### src/rtl/uart_system.sv
// rtl/uart_system.sv - full-duplex UART, independent transmitter and receiver, single-byte handshake
//
// Frame: start bit (0), DATA_WIDTH data bits LSB first, one stop bit (1).
// Every bit lasts BIT_TICKS = CLK_FREQ/BAUD_RATE clocks (truncated).
//
// Ports:
//   clk                   system clock, rising edge
//   rstN                  asynchronous active-low reset
//   txByteStart           transmit request, honoured only while tx_ready=1
//   byteForTx             byte to send, captured in the accept cycle
//   rx                    asynchronous serial input, idle high
//   tx                    serial output, idle high
//   tx_ready              transmitter idle
//   rx_ready              receiver idle, waiting for a start bit
//   rx_new_byte_started   one-cycle pulse on a confirmed start bit
//   rx_new_byte_received  one-cycle pulse, byteFromRx holds a correctly framed byte
//   byteFromRx            last good byte, held until the next good frame
module uart_system #(
  parameter int DATA_WIDTH = 8,
  parameter int BAUD_RATE  = 19200,
  parameter int CLK_FREQ   = 50_000_000
) (
  input  logic                  clk,
  input  logic                  rstN,
  input  logic                  txByteStart,
  input  logic [DATA_WIDTH-1:0] byteForTx,
  input  logic                  rx,
  output logic                  tx,
  output logic                  tx_ready,
  output logic                  rx_ready,
  output logic                  rx_new_byte_started,
  output logic                  rx_new_byte_received,
  output logic [DATA_WIDTH-1:0] byteFromRx
);

  localparam int BIT_TICKS = CLK_FREQ / BAUD_RATE;
  localparam int CNT_W     = (BIT_TICKS > 1) ? $clog2(BIT_TICKS) : 1;
  localparam int IDX_W     = (DATA_WIDTH > 1) ? $clog2(DATA_WIDTH) : 1;
  localparam logic [CNT_W-1:0] LAST_TICK = CNT_W'(BIT_TICKS - 1);
  // The start bit is re-checked half a bit after the falling edge; every later
  // sample then lands one full bit further on, i.e. mid-bit.
  localparam logic [CNT_W-1:0] HALF_TICK = CNT_W'(BIT_TICKS / 2 - 1);
  localparam logic [IDX_W-1:0] LAST_BIT  = IDX_W'(DATA_WIDTH - 1);
  localparam logic [CNT_W-1:0] CNT_ONE   = CNT_W'(1);
  localparam logic [IDX_W-1:0] IDX_ONE   = IDX_W'(1);

  // ---------------------------------------------------------------- transmitter
  typedef enum logic [1:0] {TX_IDLE, TX_START, TX_DATA, TX_STOP} txState_t;

  txState_t              txState, txStateNext;
  logic [CNT_W-1:0]      txCnt, txCntNext;
  logic [IDX_W-1:0]      txIdx, txIdxNext;
  logic [DATA_WIDTH-1:0] txShift, txShiftNext;
  logic                  txNext, txReadyNext;

  always_ff @(posedge clk or negedge rstN) begin
    if (!rstN) begin
      txState  <= TX_IDLE;
      txCnt    <= '0;
      txIdx    <= '0;
      txShift  <= '0;
      tx       <= 1'b1;
      tx_ready <= 1'b1;
    end else begin
      txState  <= txStateNext;
      txCnt    <= txCntNext;
      txIdx    <= txIdxNext;
      txShift  <= txShiftNext;
      tx       <= txNext;
      tx_ready <= txReadyNext;
    end
  end

  // tx is registered: each branch drives the line level of the bit being entered.
  always_comb begin
    txStateNext = txState;
    txCntNext   = txCnt;
    txIdxNext   = txIdx;
    txShiftNext = txShift;
    txNext      = tx;
    txReadyNext = tx_ready;
    case (txState)
      TX_IDLE: begin
        txNext      = 1'b1;
        txReadyNext = 1'b1;
        if (txByteStart) begin
          txStateNext = TX_START;
          txShiftNext = byteForTx;
          txCntNext   = '0;
          txNext      = 1'b0;
          txReadyNext = 1'b0;
        end
      end
      TX_START: begin
        if (txCnt == LAST_TICK) begin
          txStateNext = TX_DATA;
          txCntNext   = '0;
          txIdxNext   = '0;
          txNext      = txShift[0];
        end else begin
          txCntNext = txCnt + CNT_ONE;
        end
      end
      TX_DATA: begin
        if (txCnt == LAST_TICK) begin
          txCntNext = '0;
          if (txIdx == LAST_BIT) begin
            txStateNext = TX_STOP;
            txNext      = 1'b1;
          end else begin
            txIdxNext   = txIdx + IDX_ONE;
            txShiftNext = txShift >> 1;
            txNext      = txShiftNext[0];
          end
        end else begin
          txCntNext = txCnt + CNT_ONE;
        end
      end
      TX_STOP: begin
        if (txCnt == LAST_TICK) begin
          txStateNext = TX_IDLE;
          txCntNext   = '0;
          txNext      = 1'b1;
          txReadyNext = 1'b1;
        end else begin
          txCntNext = txCnt + CNT_ONE;
        end
      end
      default: begin
        txStateNext = TX_IDLE;
        txNext      = 1'b1;
        txReadyNext = 1'b1;
      end
    endcase
  end

  // ---------------------------------------------------------------- receiver
  // RX_BREAK waits for the line to go high again after a frame whose stop bit was 0.
  typedef enum logic [2:0] {RX_IDLE, RX_START, RX_DATA, RX_STOP, RX_BREAK} rxState_t;

  rxState_t              rxState, rxStateNext;
  logic                  rxMeta, rxSync;
  logic [CNT_W-1:0]      rxCnt, rxCntNext;
  logic [IDX_W-1:0]      rxIdx, rxIdxNext;
  logic [DATA_WIDTH-1:0] rxShift, rxShiftNext;
  logic [DATA_WIDTH-1:0] byteNext;
  logic                  startedNext, receivedNext;

  always_ff @(posedge clk or negedge rstN) begin
    if (!rstN) begin
      rxMeta               <= 1'b1;
      rxSync               <= 1'b1;
      rxState              <= RX_IDLE;
      rxCnt                <= '0;
      rxIdx                <= '0;
      rxShift              <= '0;
      byteFromRx           <= '0;
      rx_ready             <= 1'b1;
      rx_new_byte_started  <= 1'b0;
      rx_new_byte_received <= 1'b0;
    end else begin
      rxMeta               <= rx;
      rxSync               <= rxMeta;
      rxState              <= rxStateNext;
      rxCnt                <= rxCntNext;
      rxIdx                <= rxIdxNext;
      rxShift              <= rxShiftNext;
      byteFromRx           <= byteNext;
      rx_ready             <= (rxStateNext == RX_IDLE);
      rx_new_byte_started  <= startedNext;
      rx_new_byte_received <= receivedNext;
    end
  end

  always_comb begin
    rxStateNext  = rxState;
    rxCntNext    = rxCnt;
    rxIdxNext    = rxIdx;
    rxShiftNext  = rxShift;
    byteNext     = byteFromRx;
    startedNext  = 1'b0;
    receivedNext = 1'b0;
    case (rxState)
      RX_IDLE: begin
        if (!rxSync) begin
          rxStateNext = RX_START;
          rxCntNext   = '0;
        end
      end
      RX_START: begin
        if (rxCnt == HALF_TICK) begin
          rxCntNext = '0;
          if (!rxSync) begin
            rxStateNext = RX_DATA;
            rxIdxNext   = '0;
            startedNext = 1'b1;
          end else begin
            rxStateNext = RX_IDLE;
          end
        end else begin
          rxCntNext = rxCnt + CNT_ONE;
        end
      end
      RX_DATA: begin
        if (rxCnt == LAST_TICK) begin
          rxCntNext   = '0;
          rxShiftNext = {rxSync, rxShift[DATA_WIDTH-1:1]};
          if (rxIdx == LAST_BIT) rxStateNext = RX_STOP;
          else                   rxIdxNext   = rxIdx + IDX_ONE;
        end else begin
          rxCntNext = rxCnt + CNT_ONE;
        end
      end
      RX_STOP: begin
        // Leaving at mid-stop keeps the receiver armed for an immediately following start bit.
        if (rxCnt == LAST_TICK) begin
          rxCntNext = '0;
          if (rxSync) begin
            rxStateNext  = RX_IDLE;
            byteNext     = rxShift;
            receivedNext = 1'b1;
          end else begin
            rxStateNext = RX_BREAK;
          end
        end else begin
          rxCntNext = rxCnt + CNT_ONE;
        end
      end
      RX_BREAK: begin
        if (rxSync) rxStateNext = RX_IDLE;
      end
      default: rxStateNext = RX_IDLE;
    endcase
  end

endmodule

### config.mk
export PLATFORM = sky130hd
export DESIGN_NAME = uart_system
export DESIGN_NICKNAME = d
export VERILOG_FILES = /design/src/rtl/uart_system.sv
export SDC_FILE = /design/constraint.sdc
export NUM_CORES = 1
export LEC_CHECK = 0
export ABC_AREA = 1
export CORE_ASPECT_RATIO = 1.75
export CORE_MARGIN = 1
export CORE_UTILIZATION = 49
export CTS_CLUSTER_DIAMETER = 60
export CTS_CLUSTER_SIZE = 10
export DETAILED_ROUTE_END_ITERATION = 10
export DONT_BUFFER_PORTS = 1
export HOLD_SLACK_MARGIN = 0.02
export PLACE_DENSITY = 0.71
export SKIP_LAST_GASP = 1
export SLEW_MARGIN = 10
export SYNTH_ARGS = -nofsm -noshare
export SYNTH_HDL_FRONTEND = slang
export SYNTH_SLANG_ARGS = --single-unit
### constraint.sdc
create_clock -name clk -period 2.3 [get_ports clk]
set_input_delay 0.46 -clock clk [delete_from_list [all_inputs] [get_ports clk]]
set_output_delay 0.46 -clock clk [all_outputs]
set_load 0.005 [all_outputs]
### After elaboration in Yosys (flattened, before gate mapping)

Index checks and enable logic that the tools add are counted.

* bits in registers: 66
* bits of input ports: 12
* output and inout port bits: 13
* logic and storage cells: 110

* add/sub/neg operators: 4
* eq/ne operators: 23
* mux-type cells: 48
* reduce and logical (&&, ||, !) cells: 19

Operator list (count)
* 2-to-1 mux 12 bit: 5
* 2-to-1 mux 3 bit: 14
* case mux 12 bit (3 select lines): 1
* adder 12 x 1 -> 12 bit (second input constant): 2
* equality test 12 bit (second input constant): 2
* 2-to-1 mux 8 bit: 3
* case mux 12 bit (2 select lines): 1
* inequality test 2 bit (second input constant): 11
* case mux 8 bit (2 select lines): 1
* case mux 3 bit (5 select lines): 1
* equality test 12 x 11 -> 1 bit (second input constant): 1
* 2-to-1 mux 2 bit: 6
* case mux 3 bit (2 select lines): 2
* 2-to-1 mux 1 bit: 11
* AND reduction 5 bit: 2
* equality test 3 bit (second input constant): 3
* case mux 2 bit (4 select lines): 1
* AND reduction 4 bit: 2
* nonzero test 2 bit: 4
* adder 3 x 1 -> 3 bit (second input constant): 2
* equality test 3 x 2 -> 1 bit (second input constant): 2
* zero test 3 bit: 2
* AND reduction 2 bit: 3
* AND reduction 3 bit: 2
* other kinds (9): 10

### Longest topological paths before layout

* depth after elaboration: 5
* depth in mapped cells: 10
* mapped depth without buffers: 10

### Least setup slack after synthesis

Ideal clock, no wire load.

* path kind: reg2reg
* start: register txState[0]
* end: register txShift[0]
* library setup time: 0.118 ns
* data arrival time: 1.423 ns
* required time: 2.182 ns
* setup slack: 0.759 ns
* cell stages (with the launch flop): 9
* buffers on the path: 0
* period minus slack after synthesis: 1.541 ns
* cells stage by stage: dfrtp_1 > inv_1 > ha_1 > inv_1 > nor2_4 > nor2_2 > nand3_4 > nand2_1 > nand2_1

* longest elaborated chain between the ends: 3
* elaborated cells on any way between the ends: 8
* classes of those cells: eq/ne: 4; mux: 1; reduce/logical: 3

RTL lines
* start, declared: line 50 `txState_t txState, txStateNext;`
* start signal, assigned: line 65 `txState <= txStateNext;`
* equality test 2 bit / zero test 2 bit (equally long branches): line 82 `case (txState)`
* inequality test 2 bit (no line) / nonzero test 2 bit (equally long branches)
* AND reduction 4 bit (no line)
* end signal, assigned: line 68 `txShift <= txShiftNext;`
* end, declared: line 53 `logic [DATA_WIDTH-1:0] txShift, txShiftNext;`

Several ways; a longest one is shown, not always the timed one.
A chain may end at the register's enable or synchronous reset.

### Worst setup path in the final report

* start: register txState[0]
* end: register txIdx[2]

* longest elaborated chain between the ends: 3
* elaborated cells on any way between the ends: 8
* classes of those cells: eq/ne: 5; mux: 1; reduce/logical: 2

RTL lines
* equality test 2 bit / equality test 2 x 1 -> 1 bit (equally long branches): line 82
* inequality test 2 bit (no line) / nonzero test 2 bit (equally long branches)
* AND reduction 4 bit (no line)
* end signal, assigned: line 67 `txIdx <= txIdxNext;`
* end, declared: line 52 `logic [IDX_W-1:0] txIdx, txIdxNext;`

Several ways; a longest one is shown, not always the timed one.

==> reports/qor.json <==
{
  "synth_fp_nets": {"value": 476},
  "netlist_top_cells_area": {"value": "sky130_fd_sc_hd__dfrtp_1 (42%), sky130_fd_sc_hd__nand2_1 (15%), sky130_fd_sc_hd__inv_1 (5.4%), sky130_fd_sc_hd__nor2_1 (4.2%), sky130_fd_sc_hd__ha_1 (3.8%)"},
  "min_period_over_period": {"value": 83.8, "unit": "%"},
  "finClkSkew": {"value": 6.63, "unit": "ps"},
  "num-fill-cells": {"value": 675},
  "design.final.nets": {"value": 485},
  "cts.sink_count": {"value": 66},
  "syn-instance-count": {"value": 453},
  "maximum_capacitance_violations": {"value": 0},
  "drt-pass1-iter-count": {"value": 5},
  "cp_cell_sequence": {"value": "inv_1 -> ha_1 -> nand2_1 -> o21ai_0 -> inv_1 -> nand2_1 -> nand2_1 -> nand2_1"},
  "placement_rows": {"value": 41},
  "synth_sequential_area_ratio": {"value": 45.6, "unit": "%"},
  "route.detailed.drc": {"value": 0},
  "synth_top_area_share": {"value": 42.0, "unit": "%"},
  "hold_fix_buffers_at_cts": {"value": 2},
  "ys.warnings.count": {"value": 0},
  "post_synth_num_cell_types": {"value": 35},
  "cts_post_setup_buffers_inserted": {"value": 0},
  "post_synth_instance_area": {"value": 0.00363, "unit": "mm2"},
  "unrepaired_setup_endpoints_after_global_routing": {"value": "false"},
  "routabilityCongestion": {"value": 0.903},
  "run_status": {"value": "complete, no violations"},
  "globalRouteTotalUtil": {"value": 22.5, "unit": "%"},
  "die_y": {"value": 116, "unit": "um"},
  "first_iter_violations": {"value": 136},
  "die_area": {"value": 0.00777, "unit": "mm2"},
  "grt_start_max_net_pins": {"value": 67},
  "clk-insertion-delay-late": {"value": 330, "unit": "ps"},
  "dp_cells": {"value": 535},
  "cp.arrival": {"value": 2190, "unit": "ps"},
  "crit_required": {"value": 2570, "unit": "ps"},
  "critPathKind": {"value": "register to register"},
  "synth_common_cells": {"value": "sky130_fd_sc_hd__nand2_1 (141), sky130_fd_sc_hd__dfrtp_1 (61), sky130_fd_sc_hd__inv_1 (52)"},
  "setup_tns": {"value": 0, "unit": "ps"},
  "fmax": {"value": 0.519, "unit": "GHz"},
  "antenna_left": {"value": 0},
  "grt_pass1_wl": {"value": 13.0, "unit": "mm"},
  "grt_overflow": {"value": 0},
  "cts.path.max_buffers": {"value": 2},
  "yosysMostFrequentCell": {"value": "sky130_fd_sc_hd__nand2_1"},
  "floorplan.initialDensity": {"value": 50.6, "unit": "%"},
  "horizontal_die_dimension": {"value": 67.1, "unit": "um"},
  "holdCritPathClass": {"value": "input pin to register"},
  "worst-slew-pin-transition": {"value": 473, "unit": "ps"},
  "flow.area_growth_from_synthesis": {"value": 10.3, "unit": "%"},
  "power_leakage": {"value": 1.95, "unit": "nW"},
  "synth-edff-count": {"value": 0},
  "worst_ir_drop_vdd": {"value": 0.712, "unit": "mV"},
  "syn-mean-instance-area": {"value": 8.02, "unit": "um2"},
  "yosysTopAreaCell": {"value": "sky130_fd_sc_hd__dfrtp_1"},
  "grt_pass1_vias": {"value": 2894},
  "asyncSetResetFlopFracSynth": {"value": 100, "unit": "%"},
  "final.min_clock_period": {"value": 1930, "unit": "ps"},
  "critical_path.endpoint_type": {"value": "register"},
  "cp_slowest_stage_delay": {"value": 460, "unit": "ps"},
  "cts-resized-gates": {"value": 0},
  "max-slew-margin-rel": {"value": 68.4, "unit": "%"},
  "count_of_buffering_cells_on_the_critical_path_with_inverters_included": {"value": 2},
  "worst_path_clk_slew": {"value": 50, "unit": "ps"},
  "dp_hpwl": {"value": 5.60, "unit": "mm"},
  "route.detailed.wl_per_inst": {"value": 13.8, "unit": "um"},
  "portbufs": {"value": 0},
  "critical-path-slowest-cell": {"value": "sky130_fd_sc_hd__ha_1"},
  "fin_hold_viols": {"value": 0},
  "power_density": {"value": 877, "unit": "mW/mm2"},
  "slew_violations": {"value": 0},
  "vias_per_cell": {"value": 5.30},
  "ys_seq_elements": {"value": 66},
  "tritoncts": {"value": "built"},
  "stdcell_count": {"value": 551},
  "layout-drive-gt1-share": {"value": 13.3, "unit": "%"},
  "total_cts_buffers": {"value": 9},
  "crit_path_start_kind": {"value": "register"},
  "antenna_cells": {"value": 0},
  "vias": {"value": 2921},
  "htree_num_levels": {"value": 3},
  "finalSetupViolCount": {"value": 0},
  "wirelength": {"value": 7.61, "unit": "mm"},
  "cp_top_family": {"value": "simple AND/OR/NAND/NOR gates"},
  "core_region_area": {"value": 0.00718, "unit": "mm2"},
  "path_max_fanout": {"value": 13},
  "antenna_found_initial": {"value": 0},
  "crit_top_cell": {"value": "sky130_fd_sc_hd__nand2_1"},
  "yosys_most_used_dff": {"value": "sky130_fd_sc_hd__dfrtp_1"},
  "cts_root_buf": {"value": "sky130_fd_sc_hd__clkbuf_16"},
  "boundaryPins": {"value": 25}
}
-- path summary, 6_finish.rpt --
kind / endpoint / cells past startpoint / start / slack (ps)
max in group asynchronous: rx_ready / 2 / rstN / 1300
min reg2reg: rxSync / 0 / rxMeta / 350
max: txIdx[2] / 8 / txState[0] / 370
min in group asynchronous: byteFromRx[4] / 2 / rstN / 670
min: rxMeta / 0 / rx / 130
max reg2reg: txIdx[2] / 8 / txState[0] / 370
-- metal layers --
layer	wire, um	GRT usage, %	part of all wire (%)	vias up
met5	0	0	0	-
met4	295	13.2	3.9	0
met3	199	5.02	2.6	26
met2	4060	38.3	53	57
met1	3050	25.1	40	1363
li1	-	-	-	1475
-- where the power goes --
part | internal (mW) | leakage [nW] | switching [mW] | total (mW)
logic | 0.283 | 0.957 | 0.573 | 0.855
clock network | 0.741 | 0.127 | 0.471 | 1.21
registers | 1.32 | 0.871 | 0.125 | 1.45
total | 2.35 | 1.95 | 1.17 | 3.51
-- flip-flops by register name, indices dropped and copies added, names as in the netlist --
name	cells
byteFromRx	8
rxCnt	12
rxIdx	3
rxMeta	1
rxShift	8
rxState	3
rxSync	1
rx_new_byte_received	1
rx_new_byte_started	1
rx_ready	1
tx	1
txCnt	12
txIdx	3
txShift	8
txState	2
tx_ready	1
-- cell usage in the layout (no fill, tap or decap), drive strengths merged, types with 5 or more instances in the layout --
cell and instances:
inv 58, dfstp 5, nand3 30, clkbuf 11
ha 11, nand2 148, nor3 10, dfrtp 61
o21ai 35, nand4 17, nor2 48, xor2 9
-- cell type report --
type                            instances  area, um2  share of cell area (%)
Multi-Input combinational cell        323       1710                    42.8
Sequential cell                        66       1660                    41.4
Clock buffer                           11        243                    6.06
Inverter                               59        221                    5.53
Tap cell                               86        108                    2.69
Timing Repair Buffer                    3       45.0                    1.12
Clock inverter                          3       17.5                   0.437
-- through the flow --
step           power [mW]  hold WS, ps  worst slack (ps)  instance area [um2]  util [%]
6_report             3.51          131               372                 4010      55.8
5_1_grt              3.71          115               135                 4010      55.8
4_1_cts              3.54          119               396                 4010      55.8
3_5_place_dp         2.28          166               416                 3710      51.6
3_3_place_gp         2.26          166               501                 3710      51.6
2_1_floorplan        2.09          164               759                 3630         -
-- cell families after synthesis --
group	share of synthesized area, %
AND/OR/NAND/NOR	33.1
adder cells (fa/ha/maj)	3.79
flip-flops	45.6
buffers and inverters	7.20
AO/OA/AOI/OAI	7.82
XOR/XNOR	2.41
(Power assumes the default switching activity.)
